**config.mk**
```make
export PLATFORM = sky130hd
export DESIGN_NAME = layer_mem_sched
export DESIGN_NICKNAME = d
export VERILOG_FILES = /design/src/rtl/layer_mem_sched_pkg.sv /design/src/rtl/layer_mem_sched_rr_arbiter3.sv /design/src/rtl/layer_mem_sched.sv
export SDC_FILE = /design/constraint.sdc
export NUM_CORES = 1
export LEC_CHECK = 0
export CAP_MARGIN = 20
export CORE_UTILIZATION = 39
export CTS_CLUSTER_DIAMETER = 120
export DETAILED_ROUTE_END_ITERATION = 6
export PLACE_DENSITY = 0.8
export SLEW_MARGIN = 20
export SYNTH_ARGS = -nofsm -noshare
export SYNTH_HDL_FRONTEND = slang
export SYNTH_SLANG_ARGS = --single-unit
export TNS_END_PERCENT = 5
```
**constraint.sdc**
```tcl
create_clock -name clk -period 3.6 [get_ports clk]
set_input_delay 0.36 -clock clk [delete_from_list [all_inputs] [get_ports clk]]
set_output_delay 0.36 -clock clk [all_outputs]
set_load 0.05 [all_outputs]
```
**src/rtl/layer_mem_sched_pkg.sv**
```systemverilog
// rtl/layer_mem_sched_pkg.sv - shared indices, FSM encoding and select constants
package layer_mem_sched_pkg;

  localparam int REQ_CONV = 0;
  localparam int REQ_POOL = 1;
  localparam int REQ_FLAT = 2;

  typedef enum logic [2:0] {
    ST_IDLE    = 3'd0,
    ST_CONV    = 3'd1,
    ST_DRAIN_C = 3'd2,
    ST_PF      = 3'd3,
    ST_DRAIN   = 3'd4
  } state_e;

  localparam logic [2:0] CSEL_NONE = 3'd0;
  localparam logic [2:0] CSEL_L0   = 3'd1;
  localparam logic [2:0] CSEL_L1   = 3'd3;

  localparam logic [2:0] ELIG_CONV = 3'b001;
  localparam logic [2:0] ELIG_PF   = 3'b110;

  typedef logic [1:0] req_idx_t;

  // Successor in the 0 -> 1 -> 2 -> 0 round-robin ring.
  function automatic req_idx_t rr_next(input req_idx_t i);
    return (i == 2'd2) ? 2'd0 : i + 2'd1;
  endfunction

endpackage

```
**src/rtl/layer_mem_sched_rr_arbiter3.sv**
```systemverilog
// rtl/layer_mem_sched_rr_arbiter3.sv - three-way round-robin pick with pointer register
module rr_arbiter3
  import layer_mem_sched_pkg::*;
(
  input  logic       clk,
  input  logic       reset,
  input  logic [2:0] req_i,
  output logic [2:0] gnt_o,
  output req_idx_t   idx_o,
  output logic       valid_o
);

  req_idx_t ptr_q, ptr_d;
  req_idx_t cand0, cand1;

  always_comb begin
    cand0   = rr_next(ptr_q);
    cand1   = rr_next(cand0);
    valid_o = |req_i;
    idx_o   = ptr_q;
    if (req_i[cand0]) begin
      idx_o = cand0;
    end else if (req_i[cand1]) begin
      idx_o = cand1;
    end
    gnt_o = valid_o ? (3'b001 << idx_o) : 3'b000;
    ptr_d = valid_o ? idx_o : ptr_q;
  end

  // Pointer starts at 2 so requester 0 is searched first after reset.
  always_ff @(posedge clk or posedge reset) begin
    if (reset) begin
      ptr_q <= 2'd2;
    end else begin
      ptr_q <= ptr_d;
    end
  end

endmodule

```
**src/rtl/layer_mem_sched.sv**
```systemverilog
// rtl/layer_mem_sched.sv - phase sequencer and shared layer-memory port arbiter
module layer_mem_sched
  import layer_mem_sched_pkg::*;
#(
  parameter int ADDR_W  = 12,
  parameter int DATA_W  = 20,
  parameter int SEL_W   = 3,
  parameter int NUM_REQ = 3
) (
  input  logic                      clk,
  input  logic                      reset,
  input  logic                      ready,
  output logic                      busy,
  output logic [NUM_REQ-1:0]        start,
  input  logic [NUM_REQ-1:0]        done,
  input  logic [NUM_REQ-1:0]        req,
  input  logic [NUM_REQ-1:0]        we,
  input  logic [NUM_REQ*SEL_W-1:0]  sel,
  input  logic [NUM_REQ*ADDR_W-1:0] addr,
  input  logic [NUM_REQ*DATA_W-1:0] wdata,
  output logic [NUM_REQ-1:0]        gnt,
  output logic [NUM_REQ-1:0]        rvalid,
  output logic [DATA_W-1:0]         rdata,
  output logic                      cwr,
  output logic [ADDR_W-1:0]         caddr_wr,
  output logic [DATA_W-1:0]         cdata_wr,
  output logic                      crd,
  output logic [ADDR_W-1:0]         caddr_rd,
  input  logic [DATA_W-1:0]         cdata_rd,
  output logic [SEL_W-1:0]          csel,
  output logic                      err
);

  state_e state_q, state_d;
  logic   busy_q, busy_d;
  logic   launch_q, launch_d;
  logic   [NUM_REQ-1:0] start_q, start_d;
  logic   [1:0] pfdone_q, pfdone_d;
  logic   err_q, err_d;

  logic   [NUM_REQ-1:0] elig, done_ok, arb_req;
  logic   [NUM_REQ-1:0] arb_gnt;
  req_idx_t win_idx;
  logic   win_valid;

  logic   [SEL_W-1:0]  sel_a   [NUM_REQ];
  logic   [ADDR_W-1:0] addr_a  [NUM_REQ];
  logic   [DATA_W-1:0] wdata_a [NUM_REQ];

  logic               cwr_q, crd_q;
  logic [ADDR_W-1:0]  caddr_wr_q, caddr_rd_q;
  logic [DATA_W-1:0]  cdata_wr_q, rdata_q;
  logic [SEL_W-1:0]   csel_q;
  logic               rd_v1_q;
  req_idx_t           rd_tag1_q;
  logic [NUM_REQ-1:0] rvalid_q;

  always_comb begin
    for (int k = 0; k < NUM_REQ; k++) begin
      sel_a[k]   = sel[k*SEL_W +: SEL_W];
      addr_a[k]  = addr[k*ADDR_W +: ADDR_W];
      wdata_a[k] = wdata[k*DATA_W +: DATA_W];
    end
  end

  always_comb begin
    state_d  = state_q;
    busy_d   = busy_q;
    launch_d = 1'b0;
    start_d  = {2'b00, launch_q};
    pfdone_d = pfdone_q;
    elig     = '0;
    done_ok  = '0;
    unique case (state_q)
      ST_IDLE: begin
        if (ready) begin
          state_d  = ST_CONV;
          busy_d   = 1'b1;
          launch_d = 1'b1;
        end
      end
      ST_CONV: begin
        elig    = ELIG_CONV;
        done_ok = ELIG_CONV;
        if (done[REQ_CONV]) state_d = ST_DRAIN_C;
      end
      ST_DRAIN_C: begin
        // Pool/flatten launch only after the last conv read has returned.
        if (!rd_v1_q) begin
          state_d  = ST_PF;
          start_d  = ELIG_PF;
          pfdone_d = 2'b00;
        end
      end
      ST_PF: begin
        elig     = ELIG_PF;
        done_ok  = ELIG_PF;
        pfdone_d = pfdone_q | {done[REQ_FLAT], done[REQ_POOL]};
        if (&pfdone_d) state_d = ST_DRAIN;
      end
      ST_DRAIN: begin
        if (!rd_v1_q) begin
          state_d = ST_IDLE;
          busy_d  = 1'b0;
        end
      end
      default: state_d = ST_IDLE;
    endcase
    arb_req = req & elig;
    err_d   = err_q | (|(req & ~elig)) | (|(done & ~done_ok));
  end

  always_ff @(posedge clk or posedge reset) begin
    if (reset) begin
      state_q  <= ST_IDLE;
      busy_q   <= 1'b0;
      launch_q <= 1'b0;
      start_q  <= '0;
      pfdone_q <= 2'b00;
      err_q    <= 1'b0;
    end else begin
      state_q  <= state_d;
      busy_q   <= busy_d;
      launch_q <= launch_d;
      start_q  <= start_d;
      pfdone_q <= pfdone_d;
      err_q    <= err_d;
    end
  end

  rr_arbiter3 u_arb (
    .clk     (clk),
    .reset   (reset),
    .req_i   (arb_req),
    .gnt_o   (arb_gnt),
    .idx_o   (win_idx),
    .valid_o (win_valid)
  );

  // Memory controls register the winner; stage 1/2 carry the read owner to rvalid.
  always_ff @(posedge clk or posedge reset) begin
    if (reset) begin
      cwr_q      <= 1'b0;
      crd_q      <= 1'b0;
      caddr_wr_q <= '0;
      cdata_wr_q <= '0;
      caddr_rd_q <= '0;
      csel_q     <= '0;
      rd_v1_q    <= 1'b0;
      rd_tag1_q  <= 2'd0;
      rvalid_q   <= '0;
      rdata_q    <= '0;
    end else begin
      cwr_q     <= win_valid & we[win_idx];
      crd_q     <= win_valid & ~we[win_idx];
      csel_q    <= win_valid ? sel_a[win_idx] : SEL_W'(CSEL_NONE);
      rd_v1_q   <= win_valid & ~we[win_idx];
      rd_tag1_q <= win_idx;
      if (win_valid && we[win_idx]) begin
        caddr_wr_q <= addr_a[win_idx];
        cdata_wr_q <= wdata_a[win_idx];
      end
      if (win_valid && !we[win_idx]) begin
        caddr_rd_q <= addr_a[win_idx];
      end
      rvalid_q <= rd_v1_q ? (3'b001 << rd_tag1_q) : 3'b000;
      if (rd_v1_q) begin
        rdata_q <= cdata_rd;
      end
    end
  end

  assign busy     = busy_q;
  assign start    = start_q;
  assign gnt      = arb_gnt;
  assign rvalid   = rvalid_q;
  assign rdata    = rdata_q;
  assign cwr      = cwr_q;
  assign caddr_wr = caddr_wr_q;
  assign cdata_wr = cdata_wr_q;
  assign crd      = crd_q;
  assign caddr_rd = caddr_rd_q;
  assign csel     = csel_q;
  assign err      = err_q;

endmodule

```
Word-level counts from Yosys, hierarchy flattened

Cells that the tools add are included.

Register bits after elaboration: 87
Input bits: 137
Output and inout port bits: 80
Word-level logic and storage cells: 97

Add/subtract/negate cells: 2
Order comparisons: 4
Equal/unequal tests: 11
Shift-type cells: 2
Muxes and demuxes: 38
Bitwise gates (word level): 11
Reduce and logical (&&, ||, !) cells: 13

Operators with widths:

| kind                                               | number |
|---|---|
| binary-select mux 20 bit (select 2 bit)            | 1 |
| two-way mux 20 bit                                 | 2 |
| two-way mux 3 bit                                  | 12 |
| binary-select mux 12 bit (select 2 bit)            | 1 |
| two-way mux 12 bit                                 | 2 |
| one-hot mux 3 bit (5 select lines)                 | 1 |
| two-way mux 2 bit                                  | 5 |
| inequality test 2 bit, second input constant       | 5 |
| AND 3 bit                                          | 3 |
| < comparator 2 x 3 -> 1 bit, second input constant | 3 |
| OR reduction 3 bit                                 | 3 |
| two-way mux 1 bit                                  | 7 |
| binary-select mux 1 bit (select 2 bit)             | 3 |
| binary-select mux 3 bit (select 2 bit)             | 1 |
| == test 3 x 2 -> 1 bit, second input constant      | 2 |
| one-hot mux 3 bit (2 select lines)                 | 1 |
| left shift 1 x 2 -> 3 bit, first input constant    | 2 |
| AND reduction 5 bit                                | 1 |
| adder 2 x 1 -> 2 bit, second input constant        | 2 |
| == test 2 bit, second input constant               | 2 |
| one-hot mux 2 bit (2 select lines)                 | 1 |
| AND reduction 2 bit                                | 2 |
| nonzero test 2 bit                                 | 2 |
| == test 3 x 1 -> 1 bit, second input constant      | 1 |
| other kinds (13)                                   | 16 |

Longest topological paths before layout

Depth in word-level cells: 13
Gate-level depth with buffers: 9
Mapped depth without buffers: 5

Cells and area by module

Synthesis repeated with hierarchy kept, for this count alone.

Cells, all modules: 317
Area total of the unflattened synthesis: 4152.7 um^2

By module, submodules not included:

| module          | times used | cells each | area an instance (um^2) | seq. area each (um^2) |
|---|---|---|---|---|
| layer_mem_sched | 1          | 295        | 3971.3                  | 2102.0 |
| rr_arbiter3     | 1          | 22         | 181.4                   | 51.3 |

Worst setup path after synthesis

Ideal clock, no wire load.

Path type: reg-to-output
Start: register state_q[2]
End: output gnt[2]
Arrival time: 1.999 ns
Slack: 1.241 ns
Cell stages (with the launch flop): 8
Buffers on the path: 3
Cells stage by stage: dfrtp_1 > buf_2 > nand4b_4 > a211o_1 > o21ai_2 > buf_2 > buf_2 > and2_1

Longest elaborated chain between the ends: 9
Elaborated cells between the ends (all ways): 13
Those cells by class: eq/ne: 2; shift: 1; mux: 8; bitwise: 1; reduce/logical: 1

Ends and longest elaborated chain:

| what                                                             | RTL line                          | source |
|---|---|---|
| from (decl)                                                      | layer_mem_sched.sv:34             | `state_e state_q, state_d;` |
| from (signal assigned)                                           | layer_mem_sched.sv:122            | `state_q <= state_d;` |
| == test 3 x 2 -> 1 bit or == test 3 x 1 -> 1 bit (tied branches) | layer_mem_sched.sv:74             | `unique case (state_q)` |
| one-hot mux 3 bit (2 select lines) (*)                           | layer_mem_sched.sv:74             |  |
| AND 3 bit (*)                                                    | layer_mem_sched.sv:109            | `arb_req = req & elig;` |
| binary-select mux 1 bit (select 2 bit)                           | layer_mem_sched_rr_arbiter3.sv:23 | `end else if (req_i[cand1]) begin` |
| two-way mux 1 bit (not written as such)                          | layer_mem_sched_rr_arbiter3.sv:23 |  |
| two-way mux 2 bit                                                | layer_mem_sched_rr_arbiter3.sv:23 |  |
| two-way mux 2 bit                                                | layer_mem_sched_rr_arbiter3.sv:21 | `if (req_i[cand0]) begin` |
| left shift 1 x 2 -> 3 bit                                        | layer_mem_sched_rr_arbiter3.sv:26 | `gnt_o = valid_o ? (3'b001 << idx_o) : 3'b000;` |
| two-way mux 3 bit (*)                                            | layer_mem_sched_rr_arbiter3.sv:26 |  |
| to (decl)                                                        | layer_mem_sched.sv:21             | `output logic [NUM_REQ-1:0] gnt,` |

Every way passes the cells marked *; elsewhere a longest branch is shown, timed or not. The select of a mux whose other input is x is not followed.

Final worst setup path

Start: register state_q[1]
End: output gnt[2]

Same word-level chain as after synthesis.

==> results.yml <==
status:
  outcome: "complete, no violations"
cells_and_area:
  fin_util_pct: 65.49
  drive_gt1_share_pct: 14.02
  area_growth_pct: 60.84
  fin_nets: 660
  final_cells: 661
  n_antenna_cell: 0
  final_common_cell: "clkdlybuf4s50_1"
  layout_common_cells: "215 x clkdlybuf4s50_1, 85 x dfrtp_1, 35 x mux2_2, 25 x inv_1, 23 x mux2i_1"
die:
  coreArea_sq_mm: 0.009910
  die_height_um: 103.7
  placementRows: 36
  num_io_pins: 217
  dieArea_sq_mm: 0.01076
  floorplan.initialDensity_pct: 40.72
  die_w_um: 103.7
sta:
  hold_viol: 0
  period_needed_ns: 2.976
  rsz0062_at_grt: "no"
  post-route-period-util_pct: 82.66
  slew_viol_final: 0
  tightest_slew_ns: 1.033
  slew-limit-headroom_pct: 31.10
  fin_skew_ns: 0.01613
  setup_violations: 0
  fin_setup_tns_ns: 0
  fmax_mhz: 336.0
  holdWs_ns: 0.4498
worst_setup_path:
  crit_required_ns: 3.24
  cp-start-kind: "flip-flop"
  crit_chain: "mux2i_1 > o21ai_1 > o21ai_4 > and2_1 > buf_12"
  arrival_ns: 2.62
  reg2reg_depth: 5
  critPathCaptureType: "primary output"
  critPathMaxFanout: 29
  worstSetupPathType: "flip-flop to primary output"
  critPathSlowestCell: "dfrtp_1"
  cp_slowest_stage_delay_ns: 0.69
clock_network:
  cts_setup_buffers: 0
  hold_buffers: 0
  clk_pin_slew_ns: 0.09
  clkSinkCount: 86
  clockBufferDepth: 2
  cts_tree: "done"
  numCtsBuffers: 9
  ctsResizeCount: 0
  clock_latency_ns: 0.35
  h-tree-depth: 3
  clock-root-buffer: "clkbuf_8"
synth:
  ys_top_cells_by_area: "dfrtp_1 53%, mux2_2 9.8%, mux2i_1 5.7%"
  seq_area_frac_synth_pct: 53.36
  synth_top_area_cell: "dfrtp_1"
  syn_avg_cell_area_sq_um: 12.85
  ys_seq_elements: 86
  synth_top_area_share_pct: 52.71
  synth.cell_area_sq_mm: 0.004035
  yosys.cell_types.count: 48
  async_flop_share_pct: 100.0
  netlist_instances: 314
  synth_flop_cell: "dfrtp_1"
  yosysWarnings: 0
  synth_edf_count: 0
  syn-num-nets: 451
power_and_ir_drop:
  total_leakage_power_nw: 2.699
  ir_worst_vdd_mv: 0.4780
  power.density_mw_per_mm2: 1022
grt:
  grt_pass1_wl_mm: 18.49
  antenna_found_initial: 0
  grt_pass1_vias: 3566
  grtUsageTotal_pct: 21.84
  grt.overflow.total: 0
  grt_max_degree: 87
detailed_routing:
  drt-vias-per-instance: 5.230
  ant_nets: 0
  routed_wl_mm: 11.56
  vias: 3457
  firstDrtPassIters: 5
  drt_iter0_markers: 167
  wire_per_inst_um: 17.49
  drc: 0
placement:
  dp_hpwl_mm: 8.535
  portBuffers: 216
  gp_congestion: 0.7706
  dp.cells: 645
min_path:
  hold_class: "flip-flop to flip-flop"
  min_path_cells: 1
job:
  max_cap_violations: 0
per-stage QoR:
step | area, sq um | setup slack [ns] | power, W
after global routing | 6490 | 0.4710 | 0.006956
after global placement | 6265 | 0.6153 | 0.005849
after floorplan | 4035 | 1.020 | 0.004634
after CTS | 6486 | 0.6059 | 0.006703
final | 6490 | 0.6241 | 0.006632
after detailed placement | 6272 | 0.6370 | 0.005957
routing by layer:
layer	vias to the layer above	wire length (um)	GRT usage, %	share of wire (%)
met3	13	796	4.972	6.9
met5	-	0	0	0
met2	165	5893	38.78	51
met4	0	163	7.245	1.4
li1	1584	-	-	-
met1	1695	4706	26.05	41
critical path: cells and delay by family, from the launching register on:
family,cells,cell delay (ns)
AOI/OAI and AO/OA,2,0.82
DFF,1,0.69
buffers and inverters,1,0.15
muxes,1,0.31
and+or+nand+nor,1,0.29
Yosys cell counts, types with 5 or more instances:
cell       n
nand2_1   11
and2_0    12
a21oi_1    6
a222oi_1  20
mux2_2    35
buf_4      7
inv_1     26
dfrtp_1   85
mux2i_1   23
buf_2      5
mux2_4     9
a221o_1   12
nor2_1     8
final cells by class:
class / count / area (sq um)
Clock buffer: 10 / 127.6
Clock inverter: 6 / 86.33
Fill cell: 759 / 3420
Inverter: 26 / 98.84
Multi-Input combinational cell: 179 / 1632
Sequential cell: 86 / 2153
Tap cell: 133 / 166.4
Timing Repair Buffer: 221 / 2226
report_power, final:
group          leakage [nW]  internal (W)  switching, W
logic                  1.55       0.00164       0.00253
clock network         0.106      0.000390      0.000341
registers              1.04       0.00143      0.000299
flip-flops by register name (all words and copies together) (netlist names), 3 cells and up:
name      count
cdata_wr     20
rdata        20
rvalid        3
caddr_rd     12
caddr_wr     12
state_q       3
csel          3
kinds of logic after synthesis:
group	synth area share (%)
buffers and inverters	6.387
flip-flops	53.36
AND/OR/NAND/NOR	7.473
multiplexers	19.38
AO/OA/AOI/OAI	13.40
final timing paths:
path	start	end	slack, ns
setup / recovery	state_q[1]	gnt[2]	0.62
min in group asynchronous	reset	cdata_wr[11]	0.55
hold reg to reg	rd_tag1_q[0]	rvalid[2]	0.45
hold / removal	rd_tag1_q[0]	rvalid[2]	0.45
max in group asynchronous	reset	caddr_rd[10]	2.54
setup reg to reg	state_q[0]	caddr_rd[4]	0.74
Power figures use the tool's default switching activity.
